===== src/rtl/light_pkg.sv =====
// Shared types and constants for the light show sequencer.
// Holds the state encoding, step counts and the switch-to-pattern map.
package light_pkg;

    typedef enum logic [1:0] {
        IDLE  = 2'b00,
        LEFT  = 2'b01,
        RIGHT = 2'b10,
        BLINK = 2'b11
    } state_t;

    localparam logic [1:0] MODE_IDLE  = 2'b00;
    localparam logic [1:0] MODE_LEFT  = 2'b01;
    localparam logic [1:0] MODE_RIGHT = 2'b10;
    localparam logic [1:0] MODE_BLINK = 2'b11;

    localparam logic [4:0] LEFT_STEPS  = 5'd16;
    localparam logic [4:0] RIGHT_STEPS = 5'd16;
    localparam logic [4:0] BLINK_STEPS = 5'd8;

    function automatic logic [15:0] sw_pattern(input logic [2:0] sw);
        logic [4:0] n;
        n = {2'b00, sw} + 5'd1;
        return (16'd1 << n) - 16'd1;
    endfunction

endpackage


===== src/rtl/btn_debounce.sv =====
// Push-button synchronizer and debouncer.
// Emits a one-cycle press pulse on the accepted rising edge.
module btn_debounce #(
    parameter int CYCLES = 1000000
) (
    input  logic clk,
    input  logic rst,
    input  logic btn,
    output logic press
);

    localparam int CW = $clog2(CYCLES + 1);

    logic          s1;
    logic          s2;
    logic          level;
    logic [1:0]    fill;
    logic          armed;
    logic [CW-1:0] cnt;
    logic          accept;

    assign accept = (s2 != level) && (cnt == CW'(CYCLES - 1));

    // A button held through reset is absorbed silently; pulses resume
    // only once a released level has been seen after the sync chain fills.
    always_ff @(posedge clk or posedge rst) begin
        if (rst) begin
            s1    <= 1'b0;
            s2    <= 1'b0;
            level <= 1'b0;
            fill  <= 2'b00;
            armed <= 1'b0;
            cnt   <= '0;
            press <= 1'b0;
        end else begin
            s1    <= btn;
            s2    <= s1;
            fill  <= {fill[0], 1'b1};
            press <= accept && s2 && armed;
            if (s2 != level) begin
                if (accept) begin
                    level <= s2;
                    cnt   <= '0;
                end else begin
                    cnt <= cnt + CW'(1);
                end
            end else begin
                cnt <= '0;
            end
            if (fill[1] && !s2 && !level)
                armed <= 1'b1;
        end
    end

endmodule


===== src/rtl/light_show_sequencer.sv =====
// Light show sequencer: left sweep, right sweep, blink, repeat.
// Buttons start and stop the show; switch picks the pattern width.
module light_show_sequencer #(
    parameter int TICK_CYCLES     = 100000000,
    parameter int DEBOUNCE_CYCLES = 1000000
) (
    input  logic        clk,
    input  logic        rst,
    input  logic        btn_start,
    input  logic        btn_stop,
    input  logic [2:0]  switch,
    input  logic [1:0]  speed,
    output logic [15:0] led,
    output logic        busy,
    output logic [1:0]  mode
);

    import light_pkg::*;

    state_t      state;
    state_t      state_n;
    logic [15:0] led_n;
    logic [15:0] hold;
    logic [15:0] hold_n;
    logic [31:0] tick_cnt;
    logic [31:0] tick_cnt_n;
    logic [4:0]  step;
    logic [4:0]  step_n;
    logic [31:0] lim;
    logic [31:0] lim_m1;
    logic        tick;
    logic        start_p;
    logic        stop_p;

    btn_debounce #(.CYCLES(DEBOUNCE_CYCLES)) u_start (
        .clk   (clk),
        .rst   (rst),
        .btn   (btn_start),
        .press (start_p)
    );

    btn_debounce #(.CYCLES(DEBOUNCE_CYCLES)) u_stop (
        .clk   (clk),
        .rst   (rst),
        .btn   (btn_stop),
        .press (stop_p)
    );

    // A period that shifts down to zero still steps once per cycle.
    assign lim    = 32'(TICK_CYCLES) >> speed;
    assign lim_m1 = (lim == 32'd0) ? 32'd0 : lim - 32'd1;
    assign tick   = (tick_cnt >= lim_m1);

    always_comb begin
        state_n    = state;
        led_n      = led;
        hold_n     = hold;
        step_n     = step;
        tick_cnt_n = tick ? 32'd0 : tick_cnt + 32'd1;
        unique case (state)
            IDLE: begin
                led_n      = sw_pattern(switch);
                tick_cnt_n = 32'd0;
                step_n     = 5'd0;
                if (start_p && !stop_p) begin
                    state_n = LEFT;
                    hold_n  = sw_pattern(switch);
                end
            end
            LEFT: begin
                if (tick) begin
                    led_n  = {led[14:0], led[15]};
                    step_n = step + 5'd1;
                    if (step == LEFT_STEPS - 5'd1)
                        state_n = RIGHT;
                end
            end
            RIGHT: begin
                if (tick) begin
                    led_n  = {led[0], led[15:1]};
                    step_n = step + 5'd1;
                    if (step == RIGHT_STEPS - 5'd1)
                        state_n = BLINK;
                end
            end
            BLINK: begin
                if (tick) begin
                    led_n  = step[0] ? hold : 16'h0000;
                    step_n = step + 5'd1;
                    if (step == BLINK_STEPS - 5'd1)
                        state_n = LEFT;
                end
            end
        endcase
        if (state != IDLE && stop_p) begin
            state_n = IDLE;
            led_n   = led;
        end
        if (state_n != state) begin
            tick_cnt_n = 32'd0;
            step_n     = 5'd0;
        end
    end

    always_ff @(posedge clk or posedge rst) begin
        if (rst) begin
            state    <= IDLE;
            led      <= 16'h0001;
            hold     <= 16'h0001;
            tick_cnt <= 32'd0;
            step     <= 5'd0;
        end else begin
            state    <= state_n;
            led      <= led_n;
            hold     <= hold_n;
            tick_cnt <= tick_cnt_n;
            step     <= step_n;
        end
    end

    always_comb begin
        mode = MODE_IDLE;
        unique case (state)
            IDLE:  mode = MODE_IDLE;
            LEFT:  mode = MODE_LEFT;
            RIGHT: mode = MODE_RIGHT;
            BLINK: mode = MODE_BLINK;
        endcase
    end

    assign busy = (state != IDLE);

endmodule

===== config.mk =====
export PLATFORM = sky130hd
export DESIGN_NAME = light_show_sequencer
export DESIGN_NICKNAME = d
export VERILOG_FILES = /design/src/rtl/light_pkg.sv /design/src/rtl/btn_debounce.sv /design/src/rtl/light_show_sequencer.sv
export SDC_FILE = /design/constraint.sdc
export NUM_CORES = 1
export LEC_CHECK = 0
export CORE_AREA = 2 2 123 125
export DETAILED_ROUTE_END_ITERATION = 6
export DIE_AREA = 0 0 125 127
export PLACE_DENSITY = 0.58
export SYNTH_ARGS = -nofsm -noshare
export SYNTH_HDL_FRONTEND = slang
export SYNTH_SLANG_ARGS = --single-unit

===== constraint.sdc =====
create_clock -name clk -period 7 [get_ports clk]
set_clock_uncertainty 0.15 [all_clocks]
set_input_delay 1.75 -clock clk [delete_from_list [all_inputs] [get_ports clk]]
set_output_delay 1.75 -clock clk [all_outputs]
set_load 0.02 [all_outputs]

---- After elaboration in Yosys (flattened, before gate mapping) ----
Cells that the tools add are included.
storage, ports and cells
  ROM bits ................................ 0
  latch bits .............................. 0
  bits in writable memories ............... 0
  register bits ........................... 125
  memories kept ........................... 0
  bits of input ports ..................... 9
cells by class
  multipliers ............................. 0
  bitwise operators ....................... 1
  add/subtract/negate cells ............... 7
  div/mod/pow operators ................... 0
  mux-type cells .......................... 26
  equality and inequality tests ........... 14
  reduce and logical (&&, ||, !) cells .... 25
  shift-type cells ........................ 2
  order comparisons ....................... 1
operator list
  cell                   number
  $mux 32                4
  $mux 20                4
  $mux 16                4
  $pmux 16 s4            1
  $add 20x1->20 const B  2
  $eq 20x20->1 const B   2
  $add 32x1->32 const B  1
  $ge 32x32->1           1
  $logic_not 32->1       1
  $shr 27x2->32 const A  1
  $sub 32x1->32 const B  1
  $mux 2                 8
  $pmux 2 s4             2
  $shl 1x4->16 const A   1
  $sub 16x1->16 const B  1
  $logic_and 1x1->1      12
  $mux 5                 2
  $pmux 5 s2             1
  $ne 2x2->1 const B     3
  $reduce_and 2->1       3
  $add 5x1->5 const B    1
  $eq 5x3->1 const B     1
  $eq 5x4->1 const B     1
  $logic_not 1->1        5
  11 further kinds       13

---- Depth between registers and ports, before layout ----
Gate-level depths: netlist of the first run.
  depth in word-level cells ............... 9
  mapped depth ............................ 13
  gate-level depth less buffers ........... 11

---- Modules after synthesis ----
Synthesis of the first run repeated with hierarchy kept, for this count alone.
unflattened totals
  cells, all modules ...................... 703
  area, all modules ....................... 6839.1 µm²
modules (own cells, without submodules)
  module                seq. area each (µm²)  area each (µm²)  times used  cells an instance
  light_show_sequencer  1779.2                4291.6           1           465
  btn_debounce          675.6                 1273.7           2           119

---- Worst setup path before layout of the first run ----
No wires, ideal clock.
  kind .................................... input to register
  start point ............................. input speed[1]
  end point ............................... register led[4]
  stages .................................. 9
  arrival ................................. 3.760 ns
  path buffers ............................ 0
  setup slack ............................. 2.965 ns
  cells stage by stage .................... inv_1 nand2_1 ha_1 a21o_1 a21o_1 a221oi_4 o2111ai_4 a31oi_4 mux2_2
between the ends
  word-level cells in the longest chain between the ends .. 6
  elaborated cells between the ends (all ways) .. 9
  those cells by class .................... add/sub (1); order compare (1); eq/ne (3); shift (1); mux (1); reduce/logical (2)
RTL lines
  element                                                   RTL line                     text
  from (decl)                                               light_show_sequencer.sv:12   input logic [1:0] speed,
  $shr 27x2->32 (*)                                         light_show_sequencer.sv:50   assign lim = 32'(TICK_CYCLES) >> speed;
  $sub 32x1->32 / $logic_not 32->1 (equally long branches)  light_show_sequencer.sv:51   assign lim_m1 = (lim == 32'd0) ? 32'd0 : lim - 32'd1;
  $mux 32 (*)                                               light_show_sequencer.sv:51
  $ge 32x32->1 (*)                                          light_show_sequencer.sv:52   assign tick = (tick_cnt >= lim_m1);
  $ne 2x2->1 (no line)                                      -
  $reduce_and 4->1 (no line) (*)                            -
  to (signal assigned)                                      light_show_sequencer.sv:114  led <= led_n;
  to (decl)                                                 light_show_sequencer.sv:13   output logic [15:0] led,
Every way passes the cells marked *; elsewhere a longest branch is shown, timed or not.
A chain may end at the register's enable or synchronous reset.

---- Final worst setup path of the first run ----
  start point ............................. input speed[0]
  end point ............................... register led[4]
The elaborated chain is that of the path after synthesis.

==> results.sh, run 1 <==
export IMPL_yosysWarnings=0
export IMPL_worst_pin_slew_ps=974
export IMPL_pin_count=28
export IMPL_timing_critical_path_slowest_stage_cell="sky130_fd_sc_hd__clkdlybuf4s50_1"
export IMPL_place_gp_congestion=0.799
export IMPL_fin_nets=736
export IMPL_synth_compound_area_share_pct=10.8
export IMPL_setup_total_negative_slack_ps=0
export IMPL_h_tree_depth=4
export IMPL_ctsResizeCount=0
export IMPL_area_delta_synth_final_pct=15.0
export IMPL_criticalPathCategory="input port to register"
export IMPL_slew_headroom_pct=35.1
export IMPL_grt_first_pass_wirelength_mm=23.3
export IMPL_drtPass1Iterations=4
export IMPL_cap_violations=0
export IMPL_cts_tree="built"
export IMPL_yosys_area_share_adder_pct=5.16
export IMPL_grt_util_all_layers_pct=17.8
export IMPL_drt_first_iter_violations=403
export IMPL_power_w=0.00229
export IMPL_path_cells="clkdlybuf4s50_1 > nand2_1 > ha_1 > a21o_1 > a21o_1 > a221oi_4 > o2111ai_4 > a31oi_4 > mux2_2"
export IMPL_fin_crit_sh_pct=66.5
export IMPL_routedWlPerCell_um=14.8
export IMPL_pwrdens_mw_per_mm2=308
export IMPL_worst_skew_pair_late_latency_ps=420
export IMPL_synth_xor_xnor_area_share_pct=9.47
export IMPL_drt_drc_violations_left=0
export IMPL_cellInternalPower_w=0.00153
export IMPL_number_of_global_route_vias_before_repair=4834
export IMPL_instances_no_fill=899
export IMPL_synth_edf_count=0
export IMPL_synth_main_ff_cell="sky130_fd_sc_hd__dfrtp_1"
export IMPL_nFillCells=1360
export IMPL_postSynthRegisterBits=123
export IMPL_critical_path_max_fanout=19
export IMPL_crit_top_cell="sky130_fd_sc_hd__a21o_1"
export IMPL_share_comb_of_total_power_pct=24.2
export IMPL_antenna_violating_nets_post_route=0
export IMPL_drt_total_wl_mm=13.3
export IMPL_rsz0062_at_grt="no"
export IMPL_syn_avg_cell_area_um2=9.57
export IMPL_std_cell_rows=44
export IMPL_net_switching_power_w=0.000768
export IMPL_grt_start_max_net_pins=79
export IMPL_groute_layer_met1_usage_pct=23.5
export IMPL_holdPathStages=0
export IMPL_worst_ir_drop_vdd_mv=0.214
export IMPL_fp_dieArea_mm2=0.0159
export IMPL_gr_usage_met3_pct=3.89
export IMPL_chipHeight_um=127
export IMPL_yosys_cell_types_count=57
export IMPL_start_util_pct=44.9
export IMPL_post_synthesis_cell_area_mm2=0.00647
export IMPL_timing_critical_path_arrival_ps=4800
export IMPL_finalSetupViolCount=0
export IMPL_numClockSinks=123
export IMPL_cts_root_buf="sky130_fd_sc_hd__clkbuf_16"
export IMPL_vias=4776
export IMPL_synth_top_family_by_area="simple AND/OR/NAND/NOR gates"
export IMPL_placedCellCount=867
export IMPL_grt_busiest_layer="met2"
export IMPL_asyncSetResetFlopFracSynth_pct=100
export IMPL_final_period_minus_worst_setup_slack_ps=4660
export IMPL_die_width_um=125
export IMPL_maximum_operating_frequency_mhz=215
export IMPL_ctsLongestPathBuffers=2
export IMPL_drv_slew=0
export IMPL_worstReg2RegStart="tick_cnt[25]"
export IMPL_worstSetupStartpointType="input port"
export IMPL_holdBufCountCts=0
export IMPL_synthSimpleGateAreaFrac_pct=21.0
export IMPL_clk_pin_slew_worst_paths_ps=60
export IMPL_crit_path_max_incr_delay_ps=670
export IMPL_gr_total_overflow=0
export IMPL_power_share_sequential_pct=39.5
export IMPL_portBuffers=27
export IMPL_detail_route_vias_per_cell=5.31
export IMPL_switching_share_pct=33.5
export IMPL_worst_endpoint_required_ps=7150
export IMPL_num_antenna_cells=0
export IMPL_post_synth_inst_count=676
export IMPL_rr_worst_depth=7
export IMPL_worst_hold_startpoint="u_start.s1"
export IMPL_number_of_antenna_violations_at_the_first_check_in_global_routing=0
export IMPL_grt_met2_usage_pct=29.8
export IMPL_layout_drive_gt1_share_pct=7.97
export IMPL_netlist_area_leader_share_pct=46.8
export IMPL_post_cts_setup_driven_buffer_insertion_count=0
export IMPL_finalHoldViolations=0
export IMPL_result_of_the_run="finished clean"
export IMPL_hpwl_mm=8.93
export IMPL_post_synth_mux_area_share_pct=2.47
export IMPL_timing_critical_path_from="speed[0]"
export IMPL_core_footprint_mm2=0.0144
export IMPL_synth_top_cells_by_area="sky130_fd_sc_hd__dfrtp_1, sky130_fd_sc_hd__nor2_1, sky130_fd_sc_hd__xor2_1"
export IMPL_cts_buffers=17
export IMPL_hold_class="register to register"
export IMPL_synth_area_leader_cell="sky130_fd_sc_hd__dfrtp_1"
export IMPL_clock_power_share_pct=36.3
export IMPL_cellLeakagePower_nw=3.25
export IMPL_worst_path_dominant_cell_family="compound AO/OA/AOI/OAI gates"
export IMPL_critPathBufInv=1
export IMPL_critPathCaptureType="register"
export IMPL_sequential_cell_area_fraction_in_the_yosys_report_pct=47.6
export IMPL_critical_path_cell_count=9
[routing by layer]
layer,wire (µm),part of all wire (%),vias up
met5,0,0,-
met4,137,1.0,0
met3,304,2.3,13
met2,6560,49,50
met1,6300,47,2345
li1,-,-,2368
[stage by stage]
stage          hold WS [ps]  util (%)  worst slack [ps]  area [µm²]
2_1_floorplan           181         -              1830        6490
3_3_place_gp            181      47.7              1980        6880
3_5_place_dp            186      47.7              1900        6880
4_1_cts                 199      51.6              2330        7440
5_1_grt                 209      51.6              2150        7440
6_report                197      51.6              2340        7440
[cell families (layout without fill, tap and decap cells)]
| group | count (synthesis) | after routing |
|---|---|---|
| and+or+nand+nor | 295 | 295 |
| DFF | 123 | 123 |
| AOI/OAI and AO/OA | 94 | 94 |
| xor gates and xnor gates | 70 | 70 |
| buffers and inverters | 50 | 85 |
| adders and majority gates | 27 | 27 |
| muxes | 15 | 15 |
| other | 2 | 6 |
[path summary, 6_finish.rpt]
path	to	slack (ps)
min	u_start.s2	200
max	led[4]	2340
min reg2reg	u_start.s2	200
min in group asynchronous	tick_cnt[26]	1760
max reg2reg	led[4]	4030
max in group asynchronous	led[11]	3790
[registers in the layout, indices dropped and copies added (netlist names)]
name / cells
hold: 16
led: 16
state: 2
step: 5
tick_cnt: 32
u_start.armed: 1
u_start.cnt: 20
u_start.fill: 1
u_start.level: 1
u_start.press: 1
u_start.s1: 1
u_start.s2: 1
u_stop.armed: 1
u_stop.cnt: 20
u_stop.fill: 1
u_stop.level: 1
u_stop.press: 1
u_stop.s1: 1
u_stop.s2: 1
[cell type report]
class	instances	area, µm²	area share [%]
Multi-Input combinational cell	507	3190	42.8
Sequential cell	123	3080	41.4
Tap cell	184	230	3.09
Inverter	24	92.6	1.24
Clock inverter	14	138	1.85
Clock buffer	18	429	5.77
Timing Repair Buffer	29	285	3.83
[Yosys cell counts, types with 2 or more instances]
cell                       number
sky130_fd_sc_hd__a211oi_1      10
sky130_fd_sc_hd__a21o_1         5
sky130_fd_sc_hd__a21oi_1       17
sky130_fd_sc_hd__a221oi_1      13
sky130_fd_sc_hd__a31oi_1        4
sky130_fd_sc_hd__and2_1        10
sky130_fd_sc_hd__and3_1        20
sky130_fd_sc_hd__and4_1         3
sky130_fd_sc_hd__buf_2          2
sky130_fd_sc_hd__buf_6          4
sky130_fd_sc_hd__clkbuf_1      19
sky130_fd_sc_hd__conb_1         2
sky130_fd_sc_hd__dfrtp_1      121
sky130_fd_sc_hd__dfstp_2        2
sky130_fd_sc_hd__ha_1          25
sky130_fd_sc_hd__inv_1         23
sky130_fd_sc_hd__mux2_2         8
sky130_fd_sc_hd__mux2i_1        7
sky130_fd_sc_hd__nand2_1       70
sky130_fd_sc_hd__nand2b_1       4
sky130_fd_sc_hd__nand3_1       35
sky130_fd_sc_hd__nand4_1       15
sky130_fd_sc_hd__nor2_1       117
sky130_fd_sc_hd__nor3_1         5
sky130_fd_sc_hd__nor4_1         4
sky130_fd_sc_hd__o211ai_1       2
sky130_fd_sc_hd__o21ai_0       22
sky130_fd_sc_hd__o21bai_1       2
sky130_fd_sc_hd__o31ai_1        6
sky130_fd_sc_hd__or3_1          4
sky130_fd_sc_hd__xnor2_1       25
sky130_fd_sc_hd__xor2_1        45
[worst reg2reg max path: stages, from the launching register on]
cell,delay (ps)
sky130_fd_sc_hd__dfrtp_1,420
sky130_fd_sc_hd__ha_1,330
sky130_fd_sc_hd__a21o_1,160
sky130_fd_sc_hd__a21o_1,200
sky130_fd_sc_hd__a221oi_4,390
sky130_fd_sc_hd__o2111ai_4,240
sky130_fd_sc_hd__a31oi_4,560
sky130_fd_sc_hd__mux2_2,410
[cell usage in the layout (no fill, tap or decap), types with 7 or more instances in the layout]
cell type	netlist	final
sky130_fd_sc_hd__a21oi_1	17	17
sky130_fd_sc_hd__xor2_1	45	45
sky130_fd_sc_hd__nand3_1	35	35
sky130_fd_sc_hd__dfrtp_1	121	121
sky130_fd_sc_hd__clkdlybuf4s50_1	0	27
sky130_fd_sc_hd__mux2_2	8	8
sky130_fd_sc_hd__and3_1	20	20
sky130_fd_sc_hd__mux2i_1	7	7
sky130_fd_sc_hd__a221oi_1	13	13
sky130_fd_sc_hd__and2_1	10	10
sky130_fd_sc_hd__a211oi_1	10	10
sky130_fd_sc_hd__nor2_1	117	117
sky130_fd_sc_hd__nand4_1	15	15
sky130_fd_sc_hd__inv_1	23	22
sky130_fd_sc_hd__clkbuf_16	0	17
sky130_fd_sc_hd__o21ai_0	22	22
sky130_fd_sc_hd__nand2_1	70	70
sky130_fd_sc_hd__ha_1	25	25
sky130_fd_sc_hd__xnor2_1	25	25
[power by group through the flow]
stage	clock network (W)	logic (W)	registers, W
global placement	0	0.000543	0.000915
CTS	0.000856	0.000559	0.000905
detailed placement	0	0.000557	0.000917
finish	0.000834	0.000555	0.000906
floorplan	0	0.000347	0.000913
global route	0.000887	0.000609	0.000918
Note: power is estimated with default switching activity, not from simulation.
==> run 2, diff against run 1 <==
- PLACE_DENSITY: 0.58 -> 0.6
- clock period: 7 -> 4.06 ns (I/O delays scaled with it)
==> results.sh, run 2 (synthesis results as in run 1) <==
export IMPL_path_cells="clkdlybuf4s50_1 > buf_4 > inv_1 > ha_1 > a21oi_1 > o21ai_0 > a41oi_1 > o31ai_4 > nand2_2 > o311ai_2 > nor2_1"
export IMPL_result_of_the_run="finished clean"
export IMPL_grt_util_all_layers_pct=18.3
export IMPL_post_cts_setup_driven_buffer_insertion_count=0
export IMPL_maximum_operating_frequency_mhz=275
export IMPL_cts_buffers=17
export IMPL_rr_worst_depth=7
export IMPL_finalSetupViolCount=0
export IMPL_drv_slew=0
export IMPL_timing_critical_path_slowest_stage_cell="sky130_fd_sc_hd__clkdlybuf4s50_1"
export IMPL_criticalPathCategory="input port to register"
export IMPL_routedWlPerCell_um=14.7
export IMPL_chipHeight_um=127
export IMPL_layout_drive_gt1_share_pct=9.24
export IMPL_critPathCaptureType="register"
export IMPL_final_common_cell="sky130_fd_sc_hd__dfrtp_1"
export IMPL_drt_first_iter_violations=426
export IMPL_final_period_minus_worst_setup_slack_ps=3640
export IMPL_r2r_end="led[4]"
export IMPL_numClockSinks=123
export IMPL_pwrdens_mw_per_mm2=539
export IMPL_rrSetupSlack_ps=1270
export IMPL_num_antenna_cells=0
export IMPL_worst_ir_drop_vdd_mv=0.364
export IMPL_detail_route_vias_per_cell=5.35
export IMPL_fin_nets=747
export IMPL_h_tree_depth=4
export IMPL_cts_tree="built"
export IMPL_cts_root_buf="sky130_fd_sc_hd__clkbuf_16"
export IMPL_top_regs="tick_cnt x32, u_start.cnt x20, u_stop.cnt x20"
export IMPL_grt_start_max_net_pins=38
export IMPL_ctsResizeCount=0
export IMPL_worst_path_dominant_cell_family="compound AO/OA/AOI/OAI gates"
export IMPL_fin_crit_sh_pct=89.7
export IMPL_fin_ws_ps=419
export IMPL_antenna_violating_nets_post_route=0
export IMPL_dp_worst_setup_slack_ps=28.2
export IMPL_finalHoldViolations=0
export IMPL_drt_drc_violations_left=0
export IMPL_setup_total_negative_slack_ps=0
export IMPL_hold_class="register to register"
export IMPL_worst_hold_startpoint="u_start.s1"
export IMPL_drt_total_wl_mm=13.3
export IMPL_pin_count=28
export IMPL_grt_first_pass_wirelength_mm=23.6
export IMPL_max_ffs_per_register=32
export IMPL_holdBufCountCts=0
export IMPL_placedCellCount=878
export IMPL_fp_dieArea_mm2=0.0159
export IMPL_portBuffers=27
export IMPL_critPathBufInv=3
export IMPL_core_footprint_mm2=0.0144
export IMPL_number_of_global_route_vias_before_repair=5018
export IMPL_rsz0062_at_grt="no"
export IMPL_instances_no_fill=909
export IMPL_dpl_instance_area_mm2=0.00698
export IMPL_start_util_pct=44.9
export IMPL_place_gp_congestion=0.847
export IMPL_worst_skew_pair_late_latency_ps=420
export IMPL_worstReg2RegStart="tick_cnt[25]"
export IMPL_clk_pin_slew_worst_paths_ps=50
export IMPL_final_design_area_no_fill_mm2=0.00759
export IMPL_cap_violations=0
export IMPL_timing_hold_worst_endpoint="u_start.s2"
export IMPL_timing_critical_path_arrival_ps=3770
export IMPL_max_flop_register="tick_cnt"
export IMPL_slew_headroom_pct=40.6
export IMPL_crit_path_max_incr_delay_ps=530
export IMPL_final_cell_mix="sky130_fd_sc_hd__dfrtp_1, sky130_fd_sc_hd__nor2_1, sky130_fd_sc_hd__nand2_1"
export IMPL_vias=4860
export IMPL_holdPathStages=0
export IMPL_worst_endpoint_required_ps=4190
export IMPL_worst_pin_slew_ps=889
export IMPL_hpwl_mm=9.20
export IMPL_worstSetupStartpointType="input port"
export IMPL_gr_total_overflow=0
export IMPL_std_cell_rows=44
export IMPL_die_width_um=125
export IMPL_cellLeakagePower_nw=3.34
export IMPL_area_delta_synth_final_pct=17.3
export IMPL_critical_path_max_fanout=13
export IMPL_drtPass1Iterations=5
export IMPL_number_of_antenna_violations_at_the_first_check_in_global_routing=0
export IMPL_ctsLongestPathBuffers=2
-- run 2: report_power, final --
group,internal (W),switching [W]
Combinational,0.000442,0.000551
Clock,0.00101,0.000545
Sequential,0.00136,0.000188
-- run 2: worst max path at each step --
stage | from | end | slack [ps] | cells after the start
floorplan | speed[1] | led[4] | 760 | 9
global placement | speed[0] | led[4] | 110 | 9
detailed placement | speed[0] | led[4] | 30 | 9
CTS | speed[0] | step[1] | 450 | 11
global route | speed[0] | step[2] | 320 | 11
finish | speed[0] | step[1] | 420 | 11
-- run 2: area by class of cell --
cell class	count	area, µm²
fill	1304	6830
multi-input combinational	507	3190
sequential	123	3080
clock buffer	21	470
timing repair buffer	40	393
tap	184	230
clock inverter	10	140
inverter	24	93.8
-- run 2: routing by layer --
layer / share of wire, % / vias up / global-route usage [%] / routed length (µm)
met2: 50 / 58 / 31.2 / 6650
met1: 46 / 2388 / 22.9 / 6130
met5: 0 / - / 0 / 0
met4: 0.94 / 0 / 5.16 / 125
li1: - / 2400 / - / -
met3: 3.2 / 14 / 4.98 / 424
-- run 2: through the flow --
step / utilization (%) / hold WS (ps) / total power, W
floorplan: - / 181 / 0.00217
global placement: 48.4 / 183 / 0.00253
detailed placement: 48.4 / 185 / 0.00256
CTS: 52.7 / 197 / 0.00413
global route: 52.7 / 205 / 0.00432
finish: 52.7 / 197 / 0.00409
-- run 2: worst reg2reg max path: cells and delay by family, from the launching register on --
kind                     cells  cell delay (ps)
AO/OA/AOI/OAI                5             1400
flip-flops                   1              420
multiplexers                 1              390
adder cells (fa/ha/maj)      1              320
